<file path="config.mk">
export PLATFORM = sky130hd
export DESIGN_NAME = svpwm_gate_decoder
export DESIGN_NICKNAME = d
export VERILOG_FILES = /design/src/rtl/svpwm_gate_decoder.sv
export SDC_FILE = /design/constraint.sdc
export NUM_CORES = 1
export LEC_CHECK = 0
export BUFFER_PORTS_ARGS = -buffer_cell sky130_fd_sc_hd__buf_2
export CORE_UTILIZATION = 45
export CTS_BUF_LIST = sky130_fd_sc_hd__clkbuf_4
export CTS_CLUSTER_DIAMETER = 200
export CTS_CLUSTER_SIZE = 25
export DETAILED_ROUTE_END_ITERATION = 12
export GPL_ROUTABILITY_DRIVEN = 1
export PLACE_DENSITY = 0.62
export SYNTH_ARGS = -nofsm -noshare
export SYNTH_HDL_FRONTEND = slang
export SYNTH_SLANG_ARGS = --single-unit
</file>
<file path="constraint.sdc">
create_clock -name clk -period 7.4 [get_ports clk]
set_input_delay 1.11 -clock clk [delete_from_list [all_inputs] [get_ports clk]]
set_output_delay 1.11 -clock clk [all_outputs]
set_load 0.03 [all_outputs]
</file>
<file path="src/rtl/svpwm_gate_decoder.sv">
// svpwm_gate_decoder: decodes the SVPWM gate bus into vector, sector and electrical period; checks dead time and sequence.
// Latency: all outputs registered, 1 cycle from s_in (3 cycles when GATE_SYNC_EN adds a 2-flop input synchronizer).
// Backpressure: none, passive monitor; observes every cycle and never stalls the generator.
module svpwm_gate_decoder #(
  parameter int MIN_DEAD_CYC = 2,
  parameter int DEAD_W       = 8,
  parameter int PERIOD_W     = 24
) (
  input  logic                clk,
  input  logic                active,
  input  logic [5:0]          s_in,
  input  logic                clr_fault,
  output logic [2:0]          vec,
  output logic                vec_valid,
  output logic [2:0]          sector,
  output logic                sector_valid,
  output logic [PERIOD_W-1:0] period_cycles,
  output logic                period_strobe,
  output logic [DEAD_W-1:0]   dead_min,
  output logic                dead_fault,
  output logic                seq_fault,
  output logic                legs_off
);

  typedef enum logic [2:0] {
    ST_UNLOCKED, ST_ZERO, ST_ACT1, ST_ACT2, ST_SEVEN, ST_DESC
  } state_t;

  localparam logic [DEAD_W-1:0] MIN_DEAD = DEAD_W'(MIN_DEAD_CYC);
  localparam logic [2:0]        V0       = 3'b000;
  localparam logic [2:0]        V7       = 3'b111;

  // Sector formed by two adjacent active vectors (order-independent); 0 when not a legal pair.
  function automatic logic [2:0] pair_sector(input logic [2:0] p, input logic [2:0] q);
    logic [2:0] s;
    case ({p, q})
      6'b100_110, 6'b110_100: s = 3'd1;
      6'b010_110, 6'b110_010: s = 3'd2;
      6'b010_011, 6'b011_010: s = 3'd3;
      6'b001_011, 6'b011_001: s = 3'd4;
      6'b001_101, 6'b101_001: s = 3'd5;
      6'b100_101, 6'b101_100: s = 3'd6;
      default:                s = 3'd0;
    endcase
    return s;
  endfunction

  logic [5:0] gate;

`ifdef GATE_SYNC_EN
  logic [5:0] sync1_q, sync2_q;

  // Two-flop synchronizer for a gate bus coming from another clock domain.
  always_ff @(posedge clk or negedge active) begin
    if (!active) begin
      sync1_q <= '0;
      sync2_q <= '0;
    end else begin
      sync1_q <= s_in;
      sync2_q <= sync1_q;
    end
  end
  assign gate = sync2_q;
`else
  assign gate = s_in;
`endif

  // Per-leg code {top, bottom}: 01 -> bit 1, 10 -> bit 0, 00 -> DEAD, 11 -> OFF.
  logic [2:0] leg_valid, leg_dead, leg_off, dec_vec;
  logic       all_valid, any_off, is_active, vec_change;

  assign leg_valid  = gate[2:0] ^ gate[5:3];
  assign leg_dead   = ~(gate[2:0] | gate[5:3]);
  assign leg_off    = gate[2:0] & gate[5:3];
  assign dec_vec    = {gate[3], gate[4], gate[5]};   // {A,B,C}: bottom switch on means bit 1
  assign all_valid  = &leg_valid;
  assign any_off    = |leg_off;
  assign is_active  = (dec_vec != V0) && (dec_vec != V7);

  // Registered state
  state_t                 state_q, state_d;
  logic [2:0]             vec_q, a1_q, a1_d, a2_q, a2_d;
  logic                   vec_valid_q, legs_off_q;
  logic [2:0]             sector_q, sector_d;
  logic                   sector_valid_q, sector_valid_d;
  logic                   step_seen_q, step_seen_d;
  logic [PERIOD_W-1:0]    pcnt_q, pcnt_d, period_q, period_d;
  logic                   strobe_q, strobe_d;
  logic [2:0][DEAD_W-1:0] dcnt_q, dcnt_d;
  logic [DEAD_W-1:0]      dead_min_q, dead_min_d, meas_min;
  logic                   dead_fault_q, dead_fault_d, dead_evt;
  logic                   seq_fault_q, seq_fault_d, seq_evt;
  logic [2:0]             new_sec, sec_next;

  assign vec_change = all_valid && (dec_vec != vec_q);
  assign new_sec    = pair_sector(a1_q, a2_q);
  assign sec_next   = (sector_q == 3'd6) ? 3'd1 : sector_q + 3'd1;

  // Dead-time counters: count while DEAD, measure on the DEAD->valid exit, track the minimum.
  always_comb begin
    dead_evt = 1'b0;
    meas_min = '1;
    for (int x = 0; x < 3; x++) begin
      dcnt_d[x] = '0;
      if (leg_dead[x]) begin
        dcnt_d[x] = (&dcnt_q[x]) ? dcnt_q[x] : dcnt_q[x] + DEAD_W'(1);
      end
      if (leg_valid[x] && (dcnt_q[x] != '0)) begin
        if (dcnt_q[x] < MIN_DEAD) dead_evt = 1'b1;
        if (dcnt_q[x] < meas_min) meas_min = dcnt_q[x];
      end
    end
    dead_min_d = clr_fault ? '1 : dead_min_q;
    if (meas_min < dead_min_d) dead_min_d = meas_min;
    dead_fault_d = (dead_fault_q & ~clr_fault) | dead_evt;
  end

  // Sequence FSM, sector lock and period measurement; moves only on a change of the valid vector.
  always_comb begin
    state_d        = state_q;
    a1_d           = a1_q;
    a2_d           = a2_q;
    sector_d       = sector_q;
    sector_valid_d = sector_valid_q;
    step_seen_d    = step_seen_q;
    period_d       = period_q;
    strobe_d       = 1'b0;
    seq_evt        = 1'b0;
    pcnt_d         = (&pcnt_q) ? pcnt_q : pcnt_q + PERIOD_W'(1);

    if (any_off) begin
      // Driver disabled: drop lock silently, no fault.
      state_d        = ST_UNLOCKED;
      sector_d       = 3'd0;
      sector_valid_d = 1'b0;
      step_seen_d    = 1'b0;
    end else if (all_valid) begin
      case (state_q)
        ST_UNLOCKED: begin
          // Level-sensitive so a held V0 after reset or OFF relocks without a vector change.
          if (dec_vec == V0) state_d = ST_ZERO;
        end
        ST_ZERO: begin
          if (vec_change) begin
            if (is_active) begin
              a1_d    = dec_vec;
              state_d = ST_ACT1;
            end else if (dec_vec == V7) begin
              seq_evt = 1'b1;
            end
          end
        end
        ST_ACT1: begin
          if (vec_change) begin
            if (is_active && (pair_sector(a1_q, dec_vec) != 3'd0)) begin
              a2_d    = dec_vec;
              state_d = ST_ACT2;
            end else begin
              seq_evt = 1'b1;
            end
          end
        end
        ST_ACT2: begin
          if (vec_change) begin
            if (dec_vec == V7) begin
              state_d = ST_SEVEN;
              if (!sector_valid_q) begin
                sector_d       = new_sec;
                sector_valid_d = 1'b1;
              end else if (new_sec == sec_next) begin
                sector_d = new_sec;
                if (sector_q == 3'd6) begin
                  // 6->1 wrap: one electrical period boundary; the first one only arms the counter.
                  if (step_seen_q) begin
                    period_d = pcnt_q;
                    strobe_d = 1'b1;
                  end
                  step_seen_d = 1'b1;
                  pcnt_d      = PERIOD_W'(1);
                end
              end else if (new_sec != sector_q) begin
                seq_evt = 1'b1;
              end
            end else begin
              seq_evt = 1'b1;
            end
          end
        end
        ST_SEVEN, ST_DESC: begin
          if (vec_change) begin
            if (is_active && ((dec_vec == a1_q) || (dec_vec == a2_q))) state_d = ST_DESC;
            else if (dec_vec == V0)                                     state_d = ST_ZERO;
            else                                                        seq_evt = 1'b1;
          end
        end
        default: state_d = ST_UNLOCKED;
      endcase

      if (seq_evt) begin
        state_d        = ST_UNLOCKED;
        sector_d       = 3'd0;
        sector_valid_d = 1'b0;
        step_seen_d    = 1'b0;
      end
    end

    seq_fault_d = (seq_fault_q & ~clr_fault) | seq_evt;
  end

  // State registers; dead_min resets to all-ones so the first measurement always lands.
  always_ff @(posedge clk or negedge active) begin
    if (!active) begin
      state_q        <= ST_UNLOCKED;
      vec_q          <= '0;
      vec_valid_q    <= 1'b0;
      legs_off_q     <= 1'b0;
      a1_q           <= '0;
      a2_q           <= '0;
      sector_q       <= '0;
      sector_valid_q <= 1'b0;
      step_seen_q    <= 1'b0;
      pcnt_q         <= '0;
      period_q       <= '0;
      strobe_q       <= 1'b0;
      dcnt_q         <= '0;
      dead_min_q     <= '1;
      dead_fault_q   <= 1'b0;
      seq_fault_q    <= 1'b0;
    end else begin
      state_q        <= state_d;
      vec_q          <= all_valid ? dec_vec : vec_q;
      vec_valid_q    <= all_valid;
      legs_off_q     <= &leg_off;
      a1_q           <= a1_d;
      a2_q           <= a2_d;
      sector_q       <= sector_d;
      sector_valid_q <= sector_valid_d;
      step_seen_q    <= step_seen_d;
      pcnt_q         <= pcnt_d;
      period_q       <= period_d;
      strobe_q       <= strobe_d;
      dcnt_q         <= dcnt_d;
      dead_min_q     <= dead_min_d;
      dead_fault_q   <= dead_fault_d;
      seq_fault_q    <= seq_fault_d;
    end
  end

  assign vec           = vec_q;
  assign vec_valid     = vec_valid_q;
  assign sector        = sector_q;
  assign sector_valid  = sector_valid_q;
  assign period_cycles = period_q;
  assign period_strobe = strobe_q;
  assign dead_min      = dead_min_q;
  assign dead_fault    = dead_fault_q;
  assign seq_fault     = seq_fault_q;
  assign legs_off      = legs_off_q;

endmodule

</file>
==> results of run 1 <==
## synth_stat cells, types with 7 or more instances
cell type   n
nand3_1    29
a31oi_1    16
nor4bb_1    7
clkbuf_1   13
dfrtp_1    94
nand4_1    11
nor2_1     60
mux2_4     19
ha_1       34
nand2_1    32
or2_2      11
mux2_2     22
o21ai_0    36
or3_1       8
dfstp_2     8
and3_1     12
xnor2_1    21
inv_1      52
a21oi_1    26
xor2_1     16
nor3_1     30
nor2b_1     7
o31ai_1     7
## report_power, final
| group | switching, W | leakage [nW] | internal (W) | total [W] |
|---|---|---|---|---|
| Sequential | 0.000113 | 1.29 | 0.000656 | 0.000769 |
| Combinational | 0.000256 | 1.85 | 0.000180 | 0.000435 |
| Clock | 0.000209 | 0.0741 | 0.0000799 | 0.000289 |
## path summary, 6_finish.rpt
check | from | endpoint | slack [ps]
max reg2reg | dcnt_q[0]$_DFFE_PN0P_ | dead_min[2]$_DFF_PN1_ | 860
min reg2reg | period_cycles[19]$_DFFE_PN0P_ | period_cycles[19]$_DFFE_PN0P_ | 530
max | s_in[3] | dead_min[2]$_DFF_PN1_ | 750
max in group asynchronous | active | pcnt_q[11]$_DFF_PN0_ | 5670
min in group asynchronous | active | sector[0]$_DFFE_PN0P_ | 560
min | period_cycles[19]$_DFFE_PN0P_ | period_cycles[19]$_DFFE_PN0P_ | 530
## cells by family (layout without fill, tap and decap cells)
kind of cell    count (synthesis)  in the layout  synth area share [%]
compound gates                131            131                  13.7
xor+xnor                       37             37                  5.08
fa+ha+maj                      34             34                  6.66
buf+inv                        79            122                  5.29
flops                         102            102                  40.1
mux                            47             47                  9.49
simple gates                  235            235                  19.6
## layer usage
metal  GRT usage [%]  part of all wire [%]  vias to the layer above
met1            26.2                    47                     2479
met5               0                     0                        -
met3            3.20                   3.3                       25
met4            7.95                   1.7                        0
li1                -                     -                     2460
met2            32.5                    48                       96
## flip-flops by register name (all words and copies together), names as in the netlist
signal         cells
legs_off           1
dead_fault         1
vec_valid          1
state_q            3
step_seen_q        1
pcnt_q            24
period_cycles     24
dead_min           8
dcnt_q            24
period_strobe      1
a1_q               3
vec                3
sector             3
a2_q               3
sector_valid       1
seq_fault          1
## worst max-delay path: cells and delay by family
family / cells / cell delay, ps
AOI/OAI and AO/OA: 10 / 2550
and+or+nand+nor: 8 / 1000
adders and majority gates: 4 / 1230
muxes: 2 / 720
buffers and inverters: 3 / 440
## through the flow
step	worst slack (ps)	hold WS (ps)
2_1_floorplan	460	486
3_3_place_gp	551	485
3_5_place_dp	250	495
4_1_cts	809	536
5_1_grt	394	557
6_report	747	530
## final cells by class
type	count	share of cell area, %
inverter	52	2.84
clock buffer	10	1.09
multi-input combinational	484	50.7
timing repair buffer	54	4.04
tap	180	3.28
sequential	102	37.3
clock inverter	6	0.747
==> impl_results.md, run 1 <==
* Status: finished, final reports clean
* Number of synthesized flops with an enable pin at 0
* Starting Density at 46.0%
* Final Hold Viols at 0
* CP Class: in2reg
* N_diodes at 0
* Netlist cell types at 70
* Mapped cell area at 6380 um2
* Synth async-reset ratio at 100%
* Final Power at around 0.0015 W
* Hold crit path type: reg2reg
* Routed Antenna Nets at 0
* Worst-case reg-to-reg path depth at 28
* Crit end category: register
* CTS Hold Bufs at 0
* DRT iter0 DRCs at around 400
* Cells after Synth at 665
* Inserted Clock Buffers at 9
* Leakage at between 3 and 4 nW
* Pwr dens at about 220 nW/um2
* Min Clock Period, post-route at about 6700 ps
* Layout Nets at ~750
* Layout Cells excl Fill at between 800 and 900
* Max frequency at between 0.15 and 0.2 GHz
* Most frequent cells in the layout: 94 x dfrtp_1, 60 x nor2_1, 52 x inv_1, 51 x buf_2, 36 x o21ai_0
* Cell mode on critical path: ha_1
* Max-slew violations at 0
* Initial antenna violation count at 0
* Crit Path Max Fanout at 15
* Crit path launch type: input pin
* Worst VDD drop at 0.127 mV
* Drt first pass iters at 5
* # port buffers at 52
* # DRC at 0
* Clk_lat worst skew at just under 500 ps
* Top post-synthesis cells by area: dfrtp_1 37%, ha_1 6.7%, mux2_4 4.5%
* CP max stage delay at between 400 and 500 ps
* First-pass GRT wire length at 23100 um
* CORE AREA at about 14000 um2
* Synthesized Nets at between 700 and 800
* Die width at about 120 um
* Vias at slightly above 5000
* Worst Max-Slew Pin Slew at 800 ps
* Total of max-cap violations at 0
* Sequential cell area at between 2000 and 3000 um2
* Area after DPL at 6740 um2
* Gr usage total at between 10% and 20%
* Largest net degree at the start of global routing at 67
* Die ar. at ~15000 um2
* Max Clock Skew at ~21 ps
* # placed instances at 872
* DP HPWL at about 9900 um
* Setup TNS at 0 ps
* Average wire per standard cell at roughly 15 um
* H-tree Lvls at 3
* DIE HEIGHT at roughly 120 um
* Avg Inst Size Synth at roughly 9.6 um2
* Yosys top cell area share at between 30 and 40%
* Fin crit share at 89.9%
* Cells on Worst Hold Path at 1
* # rows at 43
* RSZ-0062 raised after global routing: no
* Syn-to-layout area delta at 7.62%
* Main synth FF type: dfrtp_1
* Fill count at between 1000 and 1500
* Area of the multi-input gates at around 3500 um2
* Slew margin rel. at between 40% and 50%
* Final Cell Area at roughly 7000 um2
* Root Buffer: clkbuf_4
* CP max-delay cell: a211oi_1
* Most common cell after layout, fill and taps aside: dfrtp_1
* Post_cts resized at 0
* Via/cell ratio at between 5 and 6
* Post-synth top area cell: dfrtp_1
* Post-CTS Setup Inserts at 0
* Final wirelength at about 14000 um
* CP required at 7830 ps
* Final setup violating endpoints at 0
* Seq/Total Area, Yosys at between 40% and 50%
* CTS tree: built
* Vias in the first global route at between 4000 and 5000
* Clk sinks at roughly 100
* CTS max path bufs at 2
* Congestion Overflow GR at 0
* Clock transition at path regs at between 150 and 200 ps
* Synth warn at 0
* FF+latch count, synth at 102
* Crit path DAT at between 7000 and 8000 ps
* Num ports at 53
* Final core utilization at around half
* Share of cells above drive strength 1 at about a fifth
* Placer Congestion at 0.914
(Power assumes the default switching activity.)
==> run 2, diff against run 1 <==
- CTS_BUF_LIST: sky130_fd_sc_hd__clkbuf_4 -> sky130_fd_sc_hd__clkbuf_8
- GPL_TIMING_DRIVEN: default -> 0
- SLEW_MARGIN: default -> 10
==> impl_results.md, run 2 (synthesis results as in run 1) <==
* CP max stage delay at 400 ps (was 460 ps)
* Net switching power at 0.000612 W (was 0.000578 W)
* RSZ-0062 raised after global routing: no (unchanged)
* Drt first pass iters at 5 (unchanged)
* Most common cell after layout, fill and taps aside: dfrtp_1 (unchanged)
* # DRC at 0 (unchanged)
* Syn-to-layout area delta at 11.3% (was 7.62%)
* Die ar. at 14700 um2 (unchanged)
* N_diodes at 0 (unchanged)
* Part of the power in the clock network at 23.3% (was 19.4%)
* Final setup violating endpoints at 0 (unchanged)
* Crit path launch type: input pin (unchanged)
* Final wirelength at 13900 um (was 13700 um)
* Final Hold Viols at 0 (unchanged)
* DP HPWL at 10200 um (was 9860 um)
* CP required at 7720 ps (was 7830 ps)
* Crit Path Max Fanout at 15 (unchanged)
* CTS Hold Bufs at 0 (unchanged)
* DIE HEIGHT at 121 um (unchanged)
* CORE AREA at 13900 um2 (unchanged)
* Worst path buffer plus inverter count at 4 (was 3)
* Starting Density at 46.0% (unchanged)
* CTS max path bufs at 2 (unchanged)
* Pwr dens at 224 nW/um2 (was 217 nW/um2)
* Routed Antenna Nets at 0 (unchanged)
* Worst VDD drop at 0.145 mV (was 0.127 mV)
* Fill count at 1313 (was 1340)
* Crit end category: register (unchanged)
* Slew margin rel. at 50.0% (was 46.7%)
* Seq pwr share at 47.6% (was 51.5%)
* H-tree Lvls at 3 (unchanged)
* Congestion Overflow GR at 0 (unchanged)
* Most frequent cells in the layout: 94 x dfrtp_1, 60 x nor2_1, 56 x buf_2, 52 x inv_1, 36 x o21ai_0 (was 94 x dfrtp_1, 60 x nor2_1, 52 x inv_1, 51 x buf_2, 36 x o21ai_0)
* First-pass GRT wire length at 23700 um (was 23100 um)
* Via/cell ratio at 5.58 (was 5.70)
* Worst Max-Slew Pin Slew at 743 ps (was 800 ps)
* Max Clock Skew at 26.1 ps (was 20.6 ps)
* Largest net degree at the start of global routing at 73 (was 67)
* Clk sinks at 102 (unchanged)
* Min Clock Period, post-route at 6860 ps (was 6650 ps)
* # rows at 43 (unchanged)
* Layout Cells excl Fill at 911 (was 888)
* Post-CTS Setup Inserts at 0 (unchanged)
* Vias in the first global route at 4941 (was 4745)
* Clk_lat worst skew at 400 ps (was 490 ps)
* DRT iter0 DRCs at 346 (was 401)
* Clock transition at path regs at 110 ps (was 180 ps)
* Cell Int Power at 0.000981 W (was 0.000915 W)
* Layout Nets at 769 (was 746)
* Max-slew violations at 0 (unchanged)
* CP Class: in2reg (unchanged)
* Gate power share at 29.1% (was 29.2%)
* Inserted Clock Buffers at 9 (unchanged)
* Crit path DAT at 7190 ps (was 7080 ps)
* # placed instances at 897 (was 872)
* Area after DPL at 6900 um2 (was 6740 um2)
* Top Family by Delay on Critical Path: compound AO/OA/AOI/OAI gates (unchanged)
* Share of cells above drive strength 1 at 20.5% (was 19.8%)
* Hold crit path type: reg2reg (unchanged)
* Max frequency at 0.146 GHz (was 0.150 GHz)
* Vias at 5085 (was 5060)
* Root Buffer: clkbuf_8 (was clkbuf_4)
* CP max-delay cell: mux2_2 (was a211oi_1)
* Num ports at 53 (unchanged)
* Die width at 121 um (unchanged)
* Switch share at 38.4% (was 38.7%)
* Final Power at 0.00159 W (was 0.00149 W)
* Fin crit share at 92.7% (was 89.9%)
* Placer Congestion at 0.885 (was 0.914)
* Initial antenna violation count at 0 (unchanged)
* # port buffers at 51 (was 52)
* Gr usage total at 20.2% (was 19.9%)
* Hold slack at 512 ps (was 530 ps)
* Cell mode on critical path: ha_1 (unchanged)
* Total of max-cap violations at 0 (unchanged)
* Final Cell Area at 7110 um2 (was 6870 um2)
* Leakage at 3.32 nW (was 3.22 nW)
* CTS tree: built (unchanged)
* Average wire per standard cell at 15.3 um (was 15.4 um)
* Status: finished, final reports clean (unchanged)
* Post_cts resized at 0 (unchanged)
run 2: path summary, 6_finish.rpt:
check	slack, ps	to	cells past startpoint	start
worst max-delay path	540	dead_min[5]$_DFF_PN1_	28	s_in[3]
worst min-delay path	510	period_cycles[1]$_DFFE_PN0P_	1	period_cycles[1]$_DFFE_PN0P_
worst max register to register	830	dead_min[5]$_DFF_PN1_	29	dcnt_q[0]$_DFFE_PN0P_
worst min register to register	510	period_cycles[1]$_DFFE_PN0P_	1	period_cycles[1]$_DFFE_PN0P_
max in group asynchronous	6140	dead_min[1]$_DFF_PN1_	2	active
min in group asynchronous	580	a1_q[1]$_DFFE_PN0P_	1	active
run 2: worst register-to-register path: cells and delay by family, from the launching register on:
kind                       cells  cell delay, ps
AOI/OAI and AO/OA             10            2510
and+or+nand+nor               10            1230
adders and majority gates      4            1070
muxes                          2             710
buffers and inverters          3             550
DFF                            1             450
run 2: area by class of cell:
class,instances,area (um2),share of cell area (%)
Clock buffer,9,124,1.74
Inverter,52,195,2.75
Clock inverter,7,88.8,1.25
Tap cell,180,225,3.17
Multi-Input combinational cell,484,3490,49.1
Timing Repair Buffer,52,289,4.07
Buffer,25,135,1.90
Sequential cell,102,2560,36.1
run 2: metrics by stage:
step,setup TNS (ps),setup WS [ps],utilization (%)
floorplan,0,460,-
global placement,-3240,-422,49.5
detailed placement,-4170,-541,49.7
CTS,0,140,51.2
global route,0,98.3,51.2
finish,0,539,51.2
run 2: layer usage:
metal,vias up,GRT usage [%],part of all wire (%)
met5,-,0,0
met4,0,7.48,2.2
met3,25,2.73,3.2
met2,100,34.7,48
met1,2463,25.7,46
li1,2497,-,-
run 2: power groups by stage:
stage | clock, W | combinational [W] | sequential [W]
6_report | 0.000372 | 0.000463 | 0.000758
5_1_grt | 0.000408 | 0.000519 | 0.000773
4_1_cts | 0.000385 | 0.000465 | 0.000757
3_5_place_dp | 0 | 0.000461 | 0.000769
3_3_place_gp | 0 | 0.000447 | 0.000764
2_1_floorplan | 0 | 0.000306 | 0.000789
